--- config.mk ---
export PLATFORM = sky130hd
export DESIGN_NAME = cpu_trace_buf
export DESIGN_NICKNAME = d
export VERILOG_FILES = /design/src/rtl/cpu_trace_buf.sv
export SDC_FILE = /design/constraint.sdc
export NUM_CORES = 1
export LEC_CHECK = 0
export CAP_MARGIN = 10
export CORE_ASPECT_RATIO = 0.9
export CORE_MARGIN = 2
export CORE_UTILIZATION = 54
export CTS_CLUSTER_SIZE = 25
export DETAILED_ROUTE_END_ITERATION = 10
export PLACE_DENSITY_LB_ADDON = 0.15
export SYNTH_ARGS = -nofsm -noshare
export SYNTH_HDL_FRONTEND = slang
export SYNTH_SLANG_ARGS = --single-unit
--- constraint.sdc ---
create_clock -name clk -period 3.8 [get_ports clk]
set_input_delay 0.38 -clock clk [delete_from_list [all_inputs] [get_ports clk]]
set_output_delay 0.38 -clock clk [all_outputs]
set_load 0.05 [all_outputs]
--- src/rtl/cpu_trace_buf.sv ---
// rtl/cpu_trace_buf.sv - pipeline trace capture: circular record buffer, PC/kill trigger,
// post-trigger window, oldest-first readout over a req/valid port
module cpu_trace_buf #(
  parameter  int DEPTH = 16,
  parameter  int PC_W  = 32,
  parameter  int ST_W  = 35,
  localparam int AW    = $clog2(DEPTH),
  localparam int REC_W = PC_W + ST_W + 3
) (
  input  logic             clk,
  input  logic             rst_b,
  input  logic             arm,
  input  logic             trig_pc_en,
  input  logic [PC_W-1:0]  trig_pc,
  input  logic             trig_kill_en,
  input  logic [AW:0]      post_len,
  input  logic [PC_W-1:0]  pc_1a,
  input  logic [PC_W-1:0]  pc_4a,
  input  logic             kill_4a,
  input  logic             stall_2a,
  input  logic             st__push_5a,
  input  logic [ST_W-1:0]  st__to_push_5a,
  input  logic             rd_req,
  output logic             rd_valid,
  output logic [REC_W-1:0] rd_data,
  output logic             rd_last,
  output logic [1:0]       state_o,
  output logic [AW-1:0]    trig_idx,
  output logic             wrapped
);

  typedef enum logic [1:0] {
    IDLE  = 2'b00,
    ARMED = 2'b01,
    POST  = 2'b10,
    DONE  = 2'b11
  } state_t;

  localparam logic [AW:0]   FULL     = (AW+1)'(DEPTH);
  localparam logic [AW-1:0] POST_MAX = AW'(DEPTH - 1);

  state_t            state, state_next;
  logic [AW-1:0]     wr_ptr, wr_ptr_next;
  logic [AW-1:0]     rd_ptr;
  logic [AW-1:0]     post_left, post_len_clamped;
  logic [AW:0]       count, count_next;
  logic [AW:0]       remaining;
  logic              wrapped_next;
  logic              cap, hit, trig_now, enter_done, rd_take;
  logic [REC_W-1:0]  record;
  logic [REC_W-1:0]  mem [DEPTH];

  // Only the low PC bit of stage 1 is part of the record.
  logic unused_pc_1a;
  assign unused_pc_1a = ^pc_1a[PC_W-1:1];

  assign record  = {pc_4a, kill_4a, st__push_5a, st__to_push_5a, pc_1a[0]};
  assign state_o = state;

  always_comb begin
    cap              = (state == ARMED || state == POST) && !stall_2a && !arm;
    hit              = (trig_pc_en && (pc_4a == trig_pc)) || (trig_kill_en && kill_4a);
    trig_now         = cap && (state == ARMED) && hit;
    rd_take          = (state == DONE) && rd_req && (remaining != '0) && !arm;
    post_len_clamped = (post_len > {1'b0, POST_MAX}) ? POST_MAX : post_len[AW-1:0];
    wr_ptr_next      = wr_ptr;
    count_next       = count;
    wrapped_next     = wrapped;
    if (arm) begin
      wr_ptr_next  = '0;
      count_next   = '0;
      wrapped_next = 1'b0;
    end else if (cap) begin
      wr_ptr_next  = wr_ptr + AW'(1);
      count_next   = (count == FULL) ? FULL : count + (AW+1)'(1);
      wrapped_next = wrapped || (count == FULL);
    end
  end

  always_comb begin
    state_next = state;
    enter_done = 1'b0;
    if (arm) begin
      state_next = ARMED;
    end else begin
      case (state)
        IDLE: state_next = IDLE;
        ARMED: begin
          if (trig_now) begin
            if (post_left == '0) begin
              state_next = DONE;
              enter_done = 1'b1;
            end else begin
              state_next = POST;
            end
          end
        end
        POST: begin
          if (cap && (post_left == AW'(1))) begin
            state_next = DONE;
            enter_done = 1'b1;
          end
        end
        DONE: begin
          // Leave one cycle after the final record is presented.
          if (rd_last) state_next = IDLE;
        end
        default: state_next = IDLE;
      endcase
    end
  end

  always_ff @(posedge clk or negedge rst_b) begin
    if (!rst_b) state <= IDLE;
    else        state <= state_next;
  end

  always_ff @(posedge clk) begin
    if (cap) mem[wr_ptr] <= record;
  end

  always_ff @(posedge clk or negedge rst_b) begin
    if (!rst_b) begin
      wr_ptr    <= '0;
      count     <= '0;
      wrapped   <= 1'b0;
      post_left <= '0;
      trig_idx  <= '0;
      rd_ptr    <= '0;
      remaining <= '0;
      rd_valid  <= 1'b0;
      rd_last   <= 1'b0;
      rd_data   <= '0;
    end else begin
      wr_ptr  <= wr_ptr_next;
      count   <= count_next;
      wrapped <= wrapped_next;

      if (arm)                        post_left <= post_len_clamped;
      else if (cap && state == POST)  post_left <= post_left - AW'(1);

      if (trig_now) trig_idx <= wr_ptr;

      // Once wrapped, the oldest surviving record sits at the next write slot.
      if (arm) begin
        rd_ptr    <= '0;
        remaining <= '0;
      end else if (enter_done) begin
        rd_ptr    <= wrapped_next ? wr_ptr_next : '0;
        remaining <= count_next;
      end else if (rd_take) begin
        rd_ptr    <= rd_ptr + AW'(1);
        remaining <= remaining - (AW+1)'(1);
      end

      rd_valid <= rd_take;
      rd_last  <= rd_take && (remaining == (AW+1)'(1));
      if (rd_take) rd_data <= mem[rd_ptr];
    end
  end

endmodule

After elaboration in Yosys (flattened, before gate mapping). Memory sizes are Yosys's and may differ from the RTL's. A register that Yosys moved wholly into a read port is not among the register bits. Index checks and enable logic that the tools add are counted.

$add $sub $neg: 5. Order comparisons: 1. Equal/unequal tests: 10. Multiplexer cells: 30. Reductions and logical operators: 24.

Operators by type and width (number): 2-to-1 mux 4 bit (9); == test 32 bit (1); 2-to-1 mux 5 bit (6); logical AND 1 bit (12); 2-to-1 mux 1 bit (9); adder 4 x 1 -> 4 bit (second input constant) (2); 2-to-1 mux 2 bit (4); one-hot mux 2 bit (4 select lines) (1); != test 3 bit (second input constant) (2); adder 5 x 1 -> 5 bit (second input constant) (1); == test 5 x 1 -> 1 bit (second input constant) (1); == test 5 bit (second input constant) (1); greater-than comparator 5 x 4 -> 1 bit (second input constant) (1); nonzero test 5 bit (1); subtractor 5 x 1 -> 5 bit (second input constant) (1); == test 2 bit (second input constant) (2); == test 4 x 1 -> 1 bit (second input constant) (1); logical NOT 4 bit (1); subtractor 4 x 1 -> 4 bit (second input constant) (1); logical NOT 1 bit (3); logical OR 1 bit (3); != test 3 x 2 -> 1 bit (second input constant) (1); AND reduction 3 bit (1); nonzero test 3 bit (1); 4 further kinds (4).

Register bits after elaboration: 31. Bits in writable memories: 1120. Input bits: 145. Logic and storage cells: 81. Memories: 1.

Memory list: mem (depth 16, bits a word 70, read ports 1, clocked after Yosys merged registers in 1, write ports 1, RTL line 51) `logic [REC_W-1:0] mem [DEPTH];`.

Logic depth before layout (Yosys ltp). Gate-level depths: netlist of run 1.

Word-level depth: 11. Gate-level depth with buffers: 10. Mapped depth without buffers: 8.

Least setup slack after synthesis of run 1. No wires, ideal clock.

Path type: register -> register. Start point: reg state[0] (netlist: state_o[0]). End point: mem mem[4][0] (netlist name) (enable). Setup time: 436 ps. Data arrival time: 3558 ps. Required time: 3364 ps. Setup slack: -194 ps. Cell stages (with the launch flop): 8. Buffers on the path: 1. Clock period less this slack: 3994 ps. Path through: dfrtp_1 > inv_1 > ha_1 > nor3_2 > buf_4 > nand2_1 > nor2_1 > and2_1.

Word-level cells in the longest chain between the ends: 6. Elaborated cells on any way between the ends: 7. Classes of those cells: 2 x eq/ne; 2 x mux; 3 x reduce/logical.

RTL lines: start, declared (RTL line 42) `state_t state, state_next;`; start signal, assigned (RTL line 115) `else state <= state_next;`; == test 2 x 1 -> 1 bit / == test 2 bit (equally long branches) (RTL line 61) `cap = (state == ARMED || state == POST) && !stall_2a && !arm;`; logical OR 1 bit (*) (RTL line 61); logical AND 1 bit (*) (2 in a row) (RTL line 61); 2-to-1 mux 1 bit (*) (RTL line 119) `if (cap) mem[wr_ptr] <= record;`; 2-to-1 mux 1 bit (implied by the code) (*) (RTL line 119); end, declared (RTL line 51).

Mark *: on every way between the ends. The rest lies on a longest branch, timed or not.

Worst setup path in the final report of run 1.
Start point: reg state[0] (netlist: state_o[0]). End point: mem mem[10][68] (netlist name) (enable).

The elaborated chain is that of the path after synthesis.

==> metrics.json, run 1 <==
{
  "outcome": {
    "run_status": "finished clean"
  },
  "timing": {
    "setup_tns_ps": 0,
    "final_max_slew_viol_count": 0,
    "worst_slack_ps": 652,
    "fin_worst_skew_ps": 23.0,
    "achievable-frequency_mhz": 318,
    "timing.slew.headroom": 0.380,
    "tightest_slew_ps": 930,
    "hold_violations": 0,
    "grt_setup_unrepaired": "no",
    "finalCriticalPeriod_ps": 3150,
    "finalCritPeriodShare": 0.828,
    "setup_viols_final": 0
  },
  "synth": {
    "synth_enable_flop_cells": 1120,
    "post_synth_main_area_contributors": "sky130_fd_sc_hd__edfxtp_1 (70%), sky130_fd_sc_hd__mux4_2 (6.6%), sky130_fd_sc_hd__dfrtp_1 (5.3%), sky130_fd_sc_hd__mux2i_1 (4.4%), sky130_fd_sc_hd__mux2_2 (1.8%)",
    "synthArstFlopShare": 0.0827,
    "ys_warn_count": 0,
    "synth.net_count": 2644,
    "synthFlopType": "sky130_fd_sc_hd__edfxtp_1",
    "post-synth-top-area-fraction": 0.704,
    "netlist-cell-type-count": 46,
    "synth_sequential_area_ratio": 0.756,
    "synth-seq-cells": 1221,
    "synth_top_area_cell": "sky130_fd_sc_hd__edfxtp_1",
    "syn-instance-count": 2484,
    "netlist_area_um2": 47800,
    "average_cell_area_after_synthesis_um2": 19.2
  },
  "worst_setup_path": {
    "crit_path_max_incr_delay_ps": 600,
    "critical_path.max_fanout": 22,
    "start_kind": "flip-flop",
    "critPathSlowestCell": "sky130_fd_sc_hd__and2_4",
    "arrival_ps": 3510,
    "crit_path_cell_trace": "inv_1, ha_1, nor2_1, nand2_1, nor3b_1, and2_4, buf_4",
    "critical_path_required_ps": 4160,
    "crit_path_end_kind": "flip-flop",
    "path_class": "flip-flop to flip-flop"
  },
  "layout": {
    "finish.cell_count_without_fillers": 4016,
    "final.fill_count": 6014,
    "syn2layout_area_growth_pct": 16.4,
    "commonest_non_fill_non_tap_cells_in_the_layout": "sky130_fd_sc_hd__edfxtp_1 (1120), sky130_fd_sc_hd__mux2i_1 (212), sky130_fd_sc_hd__clkdlybuf4s50_1 (191), sky130_fd_sc_hd__mux4_2 (140), sky130_fd_sc_hd__clkbuf_16 (118)",
    "sequential_cell_area_um2": 36200,
    "final_net_count": 2916,
    "area_occupied_by_multi_input_gates_um2": 10900,
    "final_design_utilization": 0.634,
    "final_common_cell": "sky130_fd_sc_hd__edfxtp_1",
    "ratio_of_cells_with_drive_above_1_in_the_final_layout": 0.201
  },
  "placement": {
    "globalplace.congestion": 0.791,
    "hpwlAfterDp_um": 62600,
    "detailedPlace.worstSlack_ps": 580,
    "placement.io_buffers": 192,
    "placed_cells_incl_taps": 3791
  },
  "power_and_ir_drop": {
    "netSwitchingPower_w": 0.00580,
    "pwr-share-comb": 0.048,
    "peakVddDrop_mv": 0.397,
    "clockPowerShare": 0.414,
    "power.total_w": 0.0281,
    "power.switching_fraction": 0.206,
    "internal-power_w": 0.0223,
    "p_leak_nw": 17.4,
    "seqPwrFrac": 0.537,
    "total_power_density_per_cell_area_nw_per_um2": 505
  },
  "clocking": {
    "ctsRootBufferMaster": "sky130_fd_sc_hd__clkbuf_16",
    "cts_tree": "built",
    "cts.sinks": 1221,
    "numCtsBuffers": 117,
    "cts.reportedPaths.clkPinSlew_ps": 60,
    "worst_skew_pair.late_latency_ps": 680,
    "ctsLongestPathBuffers": 3,
    "post_cts.repair.setup_buffers": 0,
    "cts_max_level": 3
  },
  "floorplan": {
    "die_width_um": 318,
    "rows": 103,
    "fp.dieH_um": 286,
    "coreArea_um2": 87800,
    "design.portCount": 224,
    "design.die.area_um2": 90900,
    "floorplan.initialDensity": 0.545
  },
  "detailed_routing": {
    "detail_route.vias_per_cell": 6.11,
    "drc": 0,
    "drt_pass1_iterations": 5,
    "route.antenna.remaining_nets": 0,
    "drt-wirelength-per-cell_um": 27.4,
    "postRouteWirelength_um": 110000,
    "initialDrtViolationCount": 2177,
    "vias": 24500
  },
  "job": {
    "maxCapViolations": 0
  },
  "global_route": {
    "grt_first_pass_wirelength_um": 163000,
    "grt_antenna_before_repair": 6,
    "largest_net_degree_at_the_start_of_global_routing": 142,
    "grt_pass1_vias": 25400,
    "grt_util_all_layers": 0.243,
    "gr-total-overflow": 0
  },
  "worst_hold_path": {
    "worstHoldPathType": "primary input to asynchronous set/reset pin"
  }
}
## flip-flops by register name, summed over array words and instances (netlist names)
name,flops
count,5
mem,1120
post_left,4
rd_data,70
rd_last,1
rd_ptr,4
rd_valid,1
remaining,5
state_o,2
trig_idx,4
wr_ptr,4
wrapped,1
## cells in the mapped netlist (17+ instances only)
cell type,instances
sky130_fd_sc_hd__buf_2,38
sky130_fd_sc_hd__o22ai_1,70
sky130_fd_sc_hd__and2_1,17
sky130_fd_sc_hd__mux4_2,140
sky130_fd_sc_hd__edfxtp_1,1120
sky130_fd_sc_hd__xnor2_1,41
sky130_fd_sc_hd__nor2_1,31
sky130_fd_sc_hd__o31ai_1,19
sky130_fd_sc_hd__clkbuf_1,52
sky130_fd_sc_hd__o221ai_1,70
sky130_fd_sc_hd__o21ai_0,63
sky130_fd_sc_hd__buf_6,22
sky130_fd_sc_hd__nand2_1,88
sky130_fd_sc_hd__mux2_2,77
sky130_fd_sc_hd__a21oi_1,78
sky130_fd_sc_hd__o31ai_2,53
sky130_fd_sc_hd__dfrtp_1,101
sky130_fd_sc_hd__a21boi_0,70
sky130_fd_sc_hd__mux2i_1,212
## repair_timing
item | 4_1_cts | 5_1_grt
endpoints found under the setup margin | 0 | 0
hold buffers | 1 | 0
endpoints found under the hold margin | 32 | 0
gates resized for setup | 0 | 0
## cells by family after synthesis
group,Yosys count,share of synthesized area
buffers and inverters,151,0.0176
flip-flops,1221,0.756
AO/OA/AOI/OAI,440,0.0668
adder cells (fa/ha/maj),15,0.00393
XOR/XNOR,49,0.00898
multiplexers,434,0.130
AND/OR/NAND/NOR,174,0.0167
## area by class of cell
type                            count  share of cell area
Tap cell                         1155              0.0260
Multi-Input combinational cell   1112               0.195
Inverter                           14            0.000944
Sequential cell                  1221               0.650
Timing Repair Buffer              290              0.0576
Antenna cell                        2           0.0000899
Clock inverter                     59              0.0110
Clock buffer                      163              0.0590
## power groups by stage
stage	sequential [W]	combinational, W	clock (W)
detailed placement	0.0154	0.00136	0
floorplan	0.0155	0.000536	0
CTS	0.0151	0.00136	0.0118
global route	0.0151	0.00145	0.0124
global placement	0.0154	0.00131	0
finish	0.0151	0.00135	0.0117
## worst max-delay path, delay by kind of cell (launching register included)
kind                     cells  cell delay [ps]
AND/OR/NAND/NOR              4             1580
flip-flops                   1              430
buffers and inverters        2              420
adder cells (fa/ha/maj)      1              350
## layer usage
layer | global-route usage | vias up | wire, um
met1 | 0.331 | 12900 | 45900
met2 | 0.415 | 808 | 55200
met4 | 0.0696 | 8 | 2860
met3 | 0.0333 | 192 | 6010
met5 | 0 | - | 56
li1 | - | 10700 | -
## path summary, 6_finish.rpt
kind,from,endpoint,slack [ps],cells past startpoint
worst max register to register,state_o[0]$_DFFE_PN0P_,mem[10][68]$_DFFE_PP_,650,7
worst min-delay path,rst_b,rd_data[47]$_DFFE_PN0P_,250,2
min in group clk,post_len[1],post_left[1]$_DFFE_PN0P_,300,3
worst max-delay path,state_o[0]$_DFFE_PN0P_,mem[10][68]$_DFFE_PP_,650,7
max in group asynchronous,rst_b,rd_ptr[0]$_DFFE_PN0P_,2470,3
worst min register to register,rd_data[20]$_DFFE_PN0P_,rd_data[20]$_DFFE_PN0P_,490,2
## through the flow
stage	cell area (um^2)	hold WS, ps
final	55700	247
after global routing	55600	284
after CTS	55600	225
after detailed placement	51700	422
after global placement	51700	414
after floorplan	47800	84.4
No activity file was read; power rests on OpenSTA's default activity.
==> inputs of run 2 (changes only) <==
CORE_UTILIZATION = 55   (was 54)
clock period = 2.95 ns   (was 3.8 ns; I/O delays follow)
==> metrics.json, run 2 (synthesis results as in run 1) <==
{
  "detailed_routing": {
    "route.antenna.remaining_nets": {"value": 0, "change": "unchanged"},
    "drc": {"value": 0, "change": "unchanged"},
    "drt-wirelength-per-cell": {"value": 27.8, "unit": "um", "change": "was 27.4 um"},
    "postRouteWirelength": {"value": 112000, "unit": "um", "change": "was 110000 um"},
    "detail_route.vias_per_cell": {"value": 6.15, "change": "was 6.11"},
    "drt_pass1_iterations": {"value": 5, "change": "unchanged"},
    "initialDrtViolationCount": {"value": 2644, "change": "was 2177"},
    "vias": {"value": 24800, "change": "was 24500"}
  },
  "layout": {
    "max_flop_register": {"value": "mem", "change": "unchanged"},
    "number_of_flip_flops_under_the_largest_register_name": {"value": 1120, "change": "unchanged"},
    "ratio_of_cells_with_drive_above_1_in_the_final_layout": {"value": 0.209, "change": "was 0.201"},
    "syn2layout_area_growth": {"value": 16.7, "unit": "%", "change": "was 16.4%"},
    "largestRegisters": {"value": "mem (1120), rd_data (70)", "change": "unchanged"},
    "final_net_count": {"value": 2949, "change": "was 2916"},
    "final_design_utilization": {"value": 0.648, "change": "was 0.634"},
    "commonest_non_fill_non_tap_cells_in_the_layout": {"value": "sky130_fd_sc_hd__edfxtp_1 (1120), sky130_fd_sc_hd__mux2i_1 (212), sky130_fd_sc_hd__clkdlybuf4s50_1 (191), sky130_fd_sc_hd__mux4_2 (140), sky130_fd_sc_hd__clkbuf_16 (115)", "change": "was sky130_fd_sc_hd__edfxtp_1 (1120), sky130_fd_sc_hd__mux2i_1 (212), sky130_fd_sc_hd__clkdlybuf4s50_1 (191), sky130_fd_sc_hd__mux4_2 (140), sky130_fd_sc_hd__clkbuf_16 (118)"},
    "final_common_cell": {"value": "sky130_fd_sc_hd__edfxtp_1", "change": "unchanged"},
    "finalInstanceArea": {"value": 55800, "unit": "um^2", "change": "was 55700 um^2"}
  },
  "timing": {
    "finalCriticalPeriod": {"value": 2690, "unit": "ps", "change": "was 3150 ps"},
    "tightest_slew": {"value": 763, "unit": "ps", "change": "was 930 ps"},
    "setup_viols_final": {"value": 0, "change": "unchanged"},
    "timing.slew.headroom": {"value": 0.491, "change": "was 0.380"},
    "hold_violations": {"value": 0, "change": "unchanged"},
    "achievable-frequency": {"value": 372, "unit": "MHz", "change": "was 318 MHz"},
    "final_max_slew_viol_count": {"value": 0, "change": "unchanged"},
    "fin_worst_skew": {"value": 21.8, "unit": "ps", "change": "was 23.0 ps"},
    "finalCritPeriodShare": {"value": 0.911, "change": "was 0.828"},
    "grt_setup_unrepaired": {"value": "no", "change": "unchanged"},
    "setup_tns": {"value": 0, "unit": "ps", "change": "unchanged"}
  },
  "global_route": {
    "largest_net_degree_at_the_start_of_global_routing": {"value": 102, "change": "was 142"},
    "gr-total-overflow": {"value": 0, "change": "unchanged"},
    "global_route.usage.met2": {"value": 0.422, "change": "was 0.415"},
    "grt_antenna_before_repair": {"value": 3, "change": "was 6"},
    "grt_first_pass_wirelength": {"value": 165000, "unit": "um", "change": "was 163000 um"},
    "met1_usage": {"value": 0.347, "change": "was 0.331"},
    "grt_pass1_vias": {"value": 25600, "change": "was 25400"},
    "met3_usage": {"value": 0.0347, "change": "was 0.0333"},
    "grt_busiest_layer": {"value": "met2", "change": "unchanged"},
    "grt_util_all_layers": {"value": 0.252, "change": "was 0.243"}
  },
  "placement": {
    "placed_cell_area": {"value": 52100, "unit": "um^2", "change": "was 51700 um^2"},
    "hpwlAfterDp": {"value": 61000, "unit": "um", "change": "was 62600 um"},
    "globalplace.congestion": {"value": 0.808, "change": "was 0.791"},
    "placement.io_buffers": {"value": 192, "change": "unchanged"}
  },
  "worst_setup_path": {
    "logic_depth_of_the_worst_register_to_register_path": {"value": 7, "change": "unchanged"},
    "crit_path_end_kind": {"value": "flip-flop", "change": "unchanged"},
    "critical_path.reg2reg.startpoint": {"value": "state_o[0]$_DFFE_PN0P_", "change": "unchanged"},
    "start_kind": {"value": "flip-flop", "change": "unchanged"},
    "arrival": {"value": 3070, "unit": "ps", "change": "was 3510 ps"},
    "setup.reg_to_reg.worst_slack": {"value": 260, "unit": "ps", "change": "was 650 ps"},
    "path_class": {"value": "flip-flop to flip-flop", "change": "unchanged"},
    "critical_path_required": {"value": 3340, "unit": "ps", "change": "was 4160 ps"},
    "critical_path.max_fanout": {"value": 17, "change": "was 22"},
    "reg2reg_to": {"value": "mem[0][35]$_DFFE_PP_", "change": "was mem[10][68]$_DFFE_PP_"}
  },
  "clocking": {
    "numCtsBuffers": {"value": 115, "change": "was 117"},
    "post_cts.resized_instances": {"value": 0, "change": "unchanged"},
    "cts.sinks": {"value": 1221, "change": "unchanged"},
    "worst_skew_pair.late_latency": {"value": 710, "unit": "ps", "change": "was 680 ps"},
    "ctsRootBufferMaster": {"value": "sky130_fd_sc_hd__clkbuf_16", "change": "unchanged"},
    "cts.reportedPaths.clkPinSlew": {"value": 70, "unit": "ps", "change": "was 60 ps"},
    "cts_tree": {"value": "built", "change": "unchanged"},
    "post_cts.repair.setup_buffers": {"value": 0, "change": "unchanged"},
    "cts_max_level": {"value": 3, "change": "unchanged"},
    "holdBufCountCts": {"value": 1, "change": "unchanged"},
    "ctsLongestPathBuffers": {"value": 3, "change": "unchanged"}
  },
  "floorplan": {
    "fp.dieH": {"value": 284, "unit": "um", "change": "was 286 um"},
    "design.portCount": {"value": 224, "change": "unchanged"},
    "die_width": {"value": 315, "unit": "um", "change": "was 318 um"},
    "floorplan.initialDensity": {"value": 0.556, "change": "was 0.545"},
    "coreArea": {"value": 86000, "unit": "um^2", "change": "was 87800 um^2"},
    "rows": {"value": 102, "change": "was 103"},
    "design.die.area": {"value": 89300, "unit": "um^2", "change": "was 90900 um^2"}
  },
  "power_and_ir_drop": {
    "peakVddDrop": {"value": 0.534, "unit": "mV", "change": "was 0.397 mV"},
    "p_leak": {"value": 17.4, "unit": "nW", "change": "about the same"},
    "total_power_density_per_cell_area": {"value": 639, "unit": "nW/um^2", "change": "was 505 nW/um^2"}
  },
  "worst_hold_path": {
    "worstHoldPathType": {"value": "primary input to asynchronous set/reset pin", "change": "unchanged"}
  },
  "outcome": {
    "run_status": {"value": "finished clean", "change": "unchanged"}
  },
  "job": {
    "maxCapViolations": {"value": 0, "change": "unchanged"}
  }
}
run 2: cell types whose count changed in the layout (fill, tap and decap cells not counted), moves of 2 or more:
cell                        before  now
sky130_fd_sc_hd__inv_16          0    3
sky130_fd_sc_hd__clkbuf_1       29   31
sky130_fd_sc_hd__clkinv_2       20   25
sky130_fd_sc_hd__buf_4          54   80
sky130_fd_sc_hd__buf_12         44   53
sky130_fd_sc_hd__clkbuf_8       16   11
sky130_fd_sc_hd__clkbuf_16     118  115
sky130_fd_sc_hd__bufinv_16      12    6
sky130_fd_sc_hd__inv_6           4    2
run 2: power by group:
part           switching [W]  total (W)  internal (W)  leakage (nW)
sequential          0.000136     0.0195        0.0193          11.5
clock                0.00630     0.0143       0.00802          1.80
combinational        0.00116    0.00187      0.000717          4.17
run 2: worst max-delay path, stage by stage, from the launching register on:
cell                      delay, ps
sky130_fd_sc_hd__dfrtp_1        420
sky130_fd_sc_hd__inv_1           60
sky130_fd_sc_hd__ha_1           350
sky130_fd_sc_hd__nor2_1         160
sky130_fd_sc_hd__nand2_1        180
sky130_fd_sc_hd__nor3_1         460
sky130_fd_sc_hd__and2_4         470
sky130_fd_sc_hd__buf_12         260
run 2: cell type report:
cell class                 count  area (um^2)
sequential                  1221        36200
fill                        5803        30200
multi-input combinational   1112        10900
timing repair buffer         325         3580
clock buffer                 157         3150
tap                         1144         1430
clock inverter                60          520
inverter                      14         52.6
antenna                        1         2.50
run 2: layer usage:
layer | vias to the layer above | routed length (um)
met4 | 4 | 3130
met2 | 877 | 56600
li1 | 10700 | -
met5 | - | 26
met3 | 182 | 6610
met1 | 13000 | 45900
run 2: worst max path at each step:
stage / start / end / slack, ps / depth (start not counted)
floorplan: state_o[0]$_DFFE_PN0P_ / mem[7][0]$_DFFE_PP_ / -280 / 7
global placement: trig_pc[14] / trig_idx[0]$_DFFE_PN0P_ / 40 / 8
detailed placement: trig_pc[14] / remaining[3]$_DFFE_PN0P_ / 30 / 8
CTS: state_o[0]$_DFFE_PN0P_ / mem[0][35]$_DFFE_PP_ / 270 / 7
global route: state_o[0]$_DFFE_PN0P_ / mem[1][5]$_DFFE_PP_ / 120 / 7
finish: state_o[0]$_DFFE_PN0P_ / mem[0][35]$_DFFE_PP_ / 260 / 7
run 2: stage by stage:
step                setup slack (ps)  total power (W)  hold WS (ps)  instances
floorplan                       -275           0.0206        -0.591       2484
global placement                36.9           0.0216           246       3815
detailed placement              28.7           0.0217           252       3815
CTS                              267           0.0359          41.8       4033
global route                     124           0.0367          81.5       4034
finish                           261           0.0356          74.0       4034
==> inputs of run 3 (changes only) <==
MAX_ROUTING_LAYER = met4   (was not set)
==> metrics.json, run 3 (synthesis results as in run 1) <==
{
  "clocking": {
    "cts_max_level": {"value": 3, "change": "unchanged"},
    "numCtsBuffers": {"value": 115, "change": "unchanged"},
    "post_cts.resized_instances": {"value": 0, "change": "unchanged"},
    "worst_skew_pair.late_latency": {"value": 700, "unit": "ps", "change": "was 710 ps"},
    "ctsLongestPathBuffers": {"value": 3, "change": "unchanged"},
    "holdBufCountCts": {"value": 1, "change": "unchanged"},
    "ctsRootBufferMaster": {"value": "sky130_fd_sc_hd__clkbuf_16", "change": "unchanged"},
    "post_cts.repair.setup_buffers": {"value": 0, "change": "unchanged"},
    "cts.sinks": {"value": 1221, "change": "unchanged"},
    "cts.reportedPaths.clkPinSlew": {"value": 70, "unit": "ps", "change": "about the same"},
    "cts_tree": {"value": "built", "change": "unchanged"}
  },
  "outcome": {
    "run_status": {"value": "finished clean", "change": "unchanged"}
  },
  "power_and_ir_drop": {
    "p_leak": {"value": 17.4, "unit": "nW", "change": "unchanged"},
    "total_power_density_per_cell_area": {"value": 639, "unit": "nW/um^2", "change": "about the same"},
    "peakVddDrop": {"value": 0.538, "unit": "mV", "change": "was 0.534 mV"}
  },
  "worst_setup_path": {
    "critical_path_required": {"value": 3330, "unit": "ps", "change": "was 3340 ps"},
    "reg2reg_to": {"value": "mem[0][35]$_DFFE_PP_", "change": "unchanged"},
    "setup.reg_to_reg.worst_slack": {"value": 290, "unit": "ps", "change": "was 260 ps"},
    "critical_path.reg2reg.startpoint": {"value": "state_o[0]$_DFFE_PN0P_", "change": "unchanged"},
    "logic_depth_of_the_worst_register_to_register_path": {"value": 7, "change": "unchanged"},
    "critical_path.max_fanout": {"value": 17, "change": "unchanged"},
    "start_kind": {"value": "flip-flop", "change": "unchanged"},
    "crit_path_end_kind": {"value": "flip-flop", "change": "unchanged"},
    "arrival": {"value": 3040, "unit": "ps", "change": "was 3070 ps"},
    "path_class": {"value": "flip-flop to flip-flop", "change": "unchanged"}
  },
  "timing": {
    "finalCriticalPeriod": {"value": 2660, "unit": "ps", "change": "was 2690 ps"},
    "timing.slew.headroom": {"value": 0.493, "change": "was 0.491"},
    "finalCritPeriodShare": {"value": 0.902, "change": "was 0.911"},
    "tightest_slew": {"value": 760, "unit": "ps", "change": "was 763 ps"},
    "fin_worst_skew": {"value": 21.7, "unit": "ps", "change": "was 21.8 ps"},
    "worst_slack": {"value": 290, "unit": "ps", "change": "was 261 ps"},
    "hold_violations": {"value": 0, "change": "unchanged"},
    "final_max_slew_viol_count": {"value": 0, "change": "unchanged"},
    "achievable-frequency": {"value": 376, "unit": "MHz", "change": "was 372 MHz"},
    "setup_viols_final": {"value": 0, "change": "unchanged"},
    "setup_tns": {"value": 0, "unit": "ps", "change": "unchanged"},
    "grt_setup_unrepaired": {"value": "no", "change": "unchanged"}
  },
  "layout": {
    "largestRegisters": {"value": "mem (1120), rd_data (70)", "change": "unchanged"},
    "commonest_non_fill_non_tap_cells_in_the_layout": {"value": "sky130_fd_sc_hd__edfxtp_1 (1120), sky130_fd_sc_hd__mux2i_1 (212), sky130_fd_sc_hd__clkdlybuf4s50_1 (191), sky130_fd_sc_hd__mux4_2 (140), sky130_fd_sc_hd__clkbuf_16 (115)", "change": "unchanged"},
    "final_net_count": {"value": 2949, "change": "unchanged"},
    "finalInstanceArea": {"value": 55800, "unit": "um^2", "change": "about the same"},
    "max_flop_register": {"value": "mem", "change": "unchanged"},
    "final_common_cell": {"value": "sky130_fd_sc_hd__edfxtp_1", "change": "unchanged"},
    "finish.cell_count_without_fillers": {"value": 4037, "change": "was 4034"},
    "syn2layout_area_growth": {"value": 16.7, "unit": "%", "change": "about the same"},
    "final_design_utilization": {"value": 0.649, "change": "was 0.648"},
    "number_of_flip_flops_under_the_largest_register_name": {"value": 1120, "change": "unchanged"},
    "ratio_of_cells_with_drive_above_1_in_the_final_layout": {"value": 0.209, "change": "unchanged"}
  },
  "global_route": {
    "gr-total-overflow": {"value": 0, "change": "unchanged"},
    "grt_pass1_vias": {"value": 25600, "change": "about the same"},
    "largest_net_degree_at_the_start_of_global_routing": {"value": 102, "change": "unchanged"},
    "grt_first_pass_wirelength": {"value": 165000, "unit": "um", "change": "about the same"},
    "grt_util_all_layers": {"value": 0.260, "change": "was 0.252"},
    "grt_antenna_before_repair": {"value": 3, "change": "unchanged"}
  },
  "floorplan": {
    "fp.dieH": {"value": 284, "unit": "um", "change": "unchanged"},
    "design.portCount": {"value": 224, "change": "unchanged"},
    "floorplan.initialDensity": {"value": 0.556, "change": "unchanged"},
    "die_width": {"value": 315, "unit": "um", "change": "unchanged"},
    "rows": {"value": 102, "change": "unchanged"},
    "coreArea": {"value": 86000, "unit": "um^2", "change": "unchanged"},
    "design.die.area": {"value": 89300, "unit": "um^2", "change": "unchanged"}
  },
  "detailed_routing": {
    "vias": {"value": 24800, "change": "about the same"},
    "detail_route.vias_per_cell": {"value": 6.15, "change": "about the same"},
    "wl_met3": {"value": 6810, "unit": "um", "change": "was 6610 um"},
    "drc": {"value": 0, "change": "unchanged"},
    "initialDrtViolationCount": {"value": 2538, "change": "was 2644"},
    "wirelength_met1": {"value": 45700, "unit": "um", "change": "was 45900 um"},
    "dr.max_layer_used": {"value": "met4", "change": "was met5"},
    "wl_met2": {"value": 56400, "unit": "um", "change": "was 56600 um"},
    "drt-wirelength-per-cell": {"value": 27.8, "unit": "um", "change": "about the same"},
    "drt_pass1_iterations": {"value": 6, "change": "was 5"},
    "route.antenna.remaining_nets": {"value": 0, "change": "unchanged"},
    "postRouteWirelength": {"value": 112000, "unit": "um", "change": "about the same"}
  },
  "placement": {
    "hpwlAfterDp": {"value": 61000, "unit": "um", "change": "unchanged"},
    "detailedPlace.worstSlack": {"value": 28.7, "unit": "ps", "change": "unchanged"},
    "placed_cell_area": {"value": 52100, "unit": "um^2", "change": "unchanged"},
    "placed_cells_incl_taps": {"value": 3815, "change": "unchanged"},
    "placement.io_buffers": {"value": 192, "change": "unchanged"},
    "globalplace.congestion": {"value": 0.820, "change": "was 0.808"}
  },
  "worst_hold_path": {
    "worstHoldPathType": {"value": "primary input to asynchronous set/reset pin", "change": "unchanged"}
  },
  "job": {
    "maxCapViolations": {"value": 0, "change": "unchanged"}
  }
}
-- run 3: report_power, final --
group	internal, W	switching (W)	leakage [nW]
combinational	0.000717	0.00115	4.17
sequential	0.0193	0.000137	11.5
clock	0.00802	0.00629	1.80
total	0.0281	0.00758	17.4
-- run 3: cell type report --
| class | count | area, um^2 |
|---|---|---|
| diodes | 4 | 10.0 |
| well taps | 1144 | 1430 |
| fillers | 5805 | 30200 |
| multi-input cells | 1112 | 10900 |
| clock inverters | 60 | 520 |
| inverters | 14 | 52.6 |
| flip-flops and latches | 1221 | 36200 |
| repair buffers | 325 | 3580 |
| clock buffers | 157 | 3150 |
-- run 3: metal layers --
metal | vias up | GRT usage
met1 | 13000 | 0.347
li1 | 10700 | -
met4 | 0 | 0.0776
met5 | - | -
met3 | 193 | 0.0341
met2 | 879 | 0.421
-- run 3: metrics by stage --
step	hold WS [ps]	power (W)
finish	77.0	0.0356
global placement	246	0.0216
CTS	41.8	0.0359
detailed placement	252	0.0217
global route	81.5	0.0367
floorplan	-0.591	0.0206
-- run 3: worst max path at each step --
stage / from / endpoint / slack [ps] / depth (start not counted)
6_report: state_o[0]$_DFFE_PN0P_ / mem[0][35]$_DFFE_PP_ / 290 / 7
3_3_place_gp: trig_pc[14] / trig_idx[0]$_DFFE_PN0P_ / 40 / 8
5_1_grt: state_o[0]$_DFFE_PN0P_ / mem[1][5]$_DFFE_PP_ / 130 / 7
3_5_place_dp: trig_pc[14] / remaining[3]$_DFFE_PN0P_ / 30 / 8
4_1_cts: state_o[0]$_DFFE_PN0P_ / mem[0][35]$_DFFE_PP_ / 270 / 7
2_1_floorplan: state_o[0]$_DFFE_PN0P_ / mem[7][0]$_DFFE_PP_ / -280 / 7
-- run 3: worst max-delay path: stages (launching register included) --
cell                      delay, ps
sky130_fd_sc_hd__dfrtp_1        420
sky130_fd_sc_hd__inv_1           60
sky130_fd_sc_hd__ha_1           350
sky130_fd_sc_hd__nor2_1         160
sky130_fd_sc_hd__nand2_1        170
sky130_fd_sc_hd__nor3_1         440
sky130_fd_sc_hd__and2_4         460
sky130_fd_sc_hd__buf_12         250
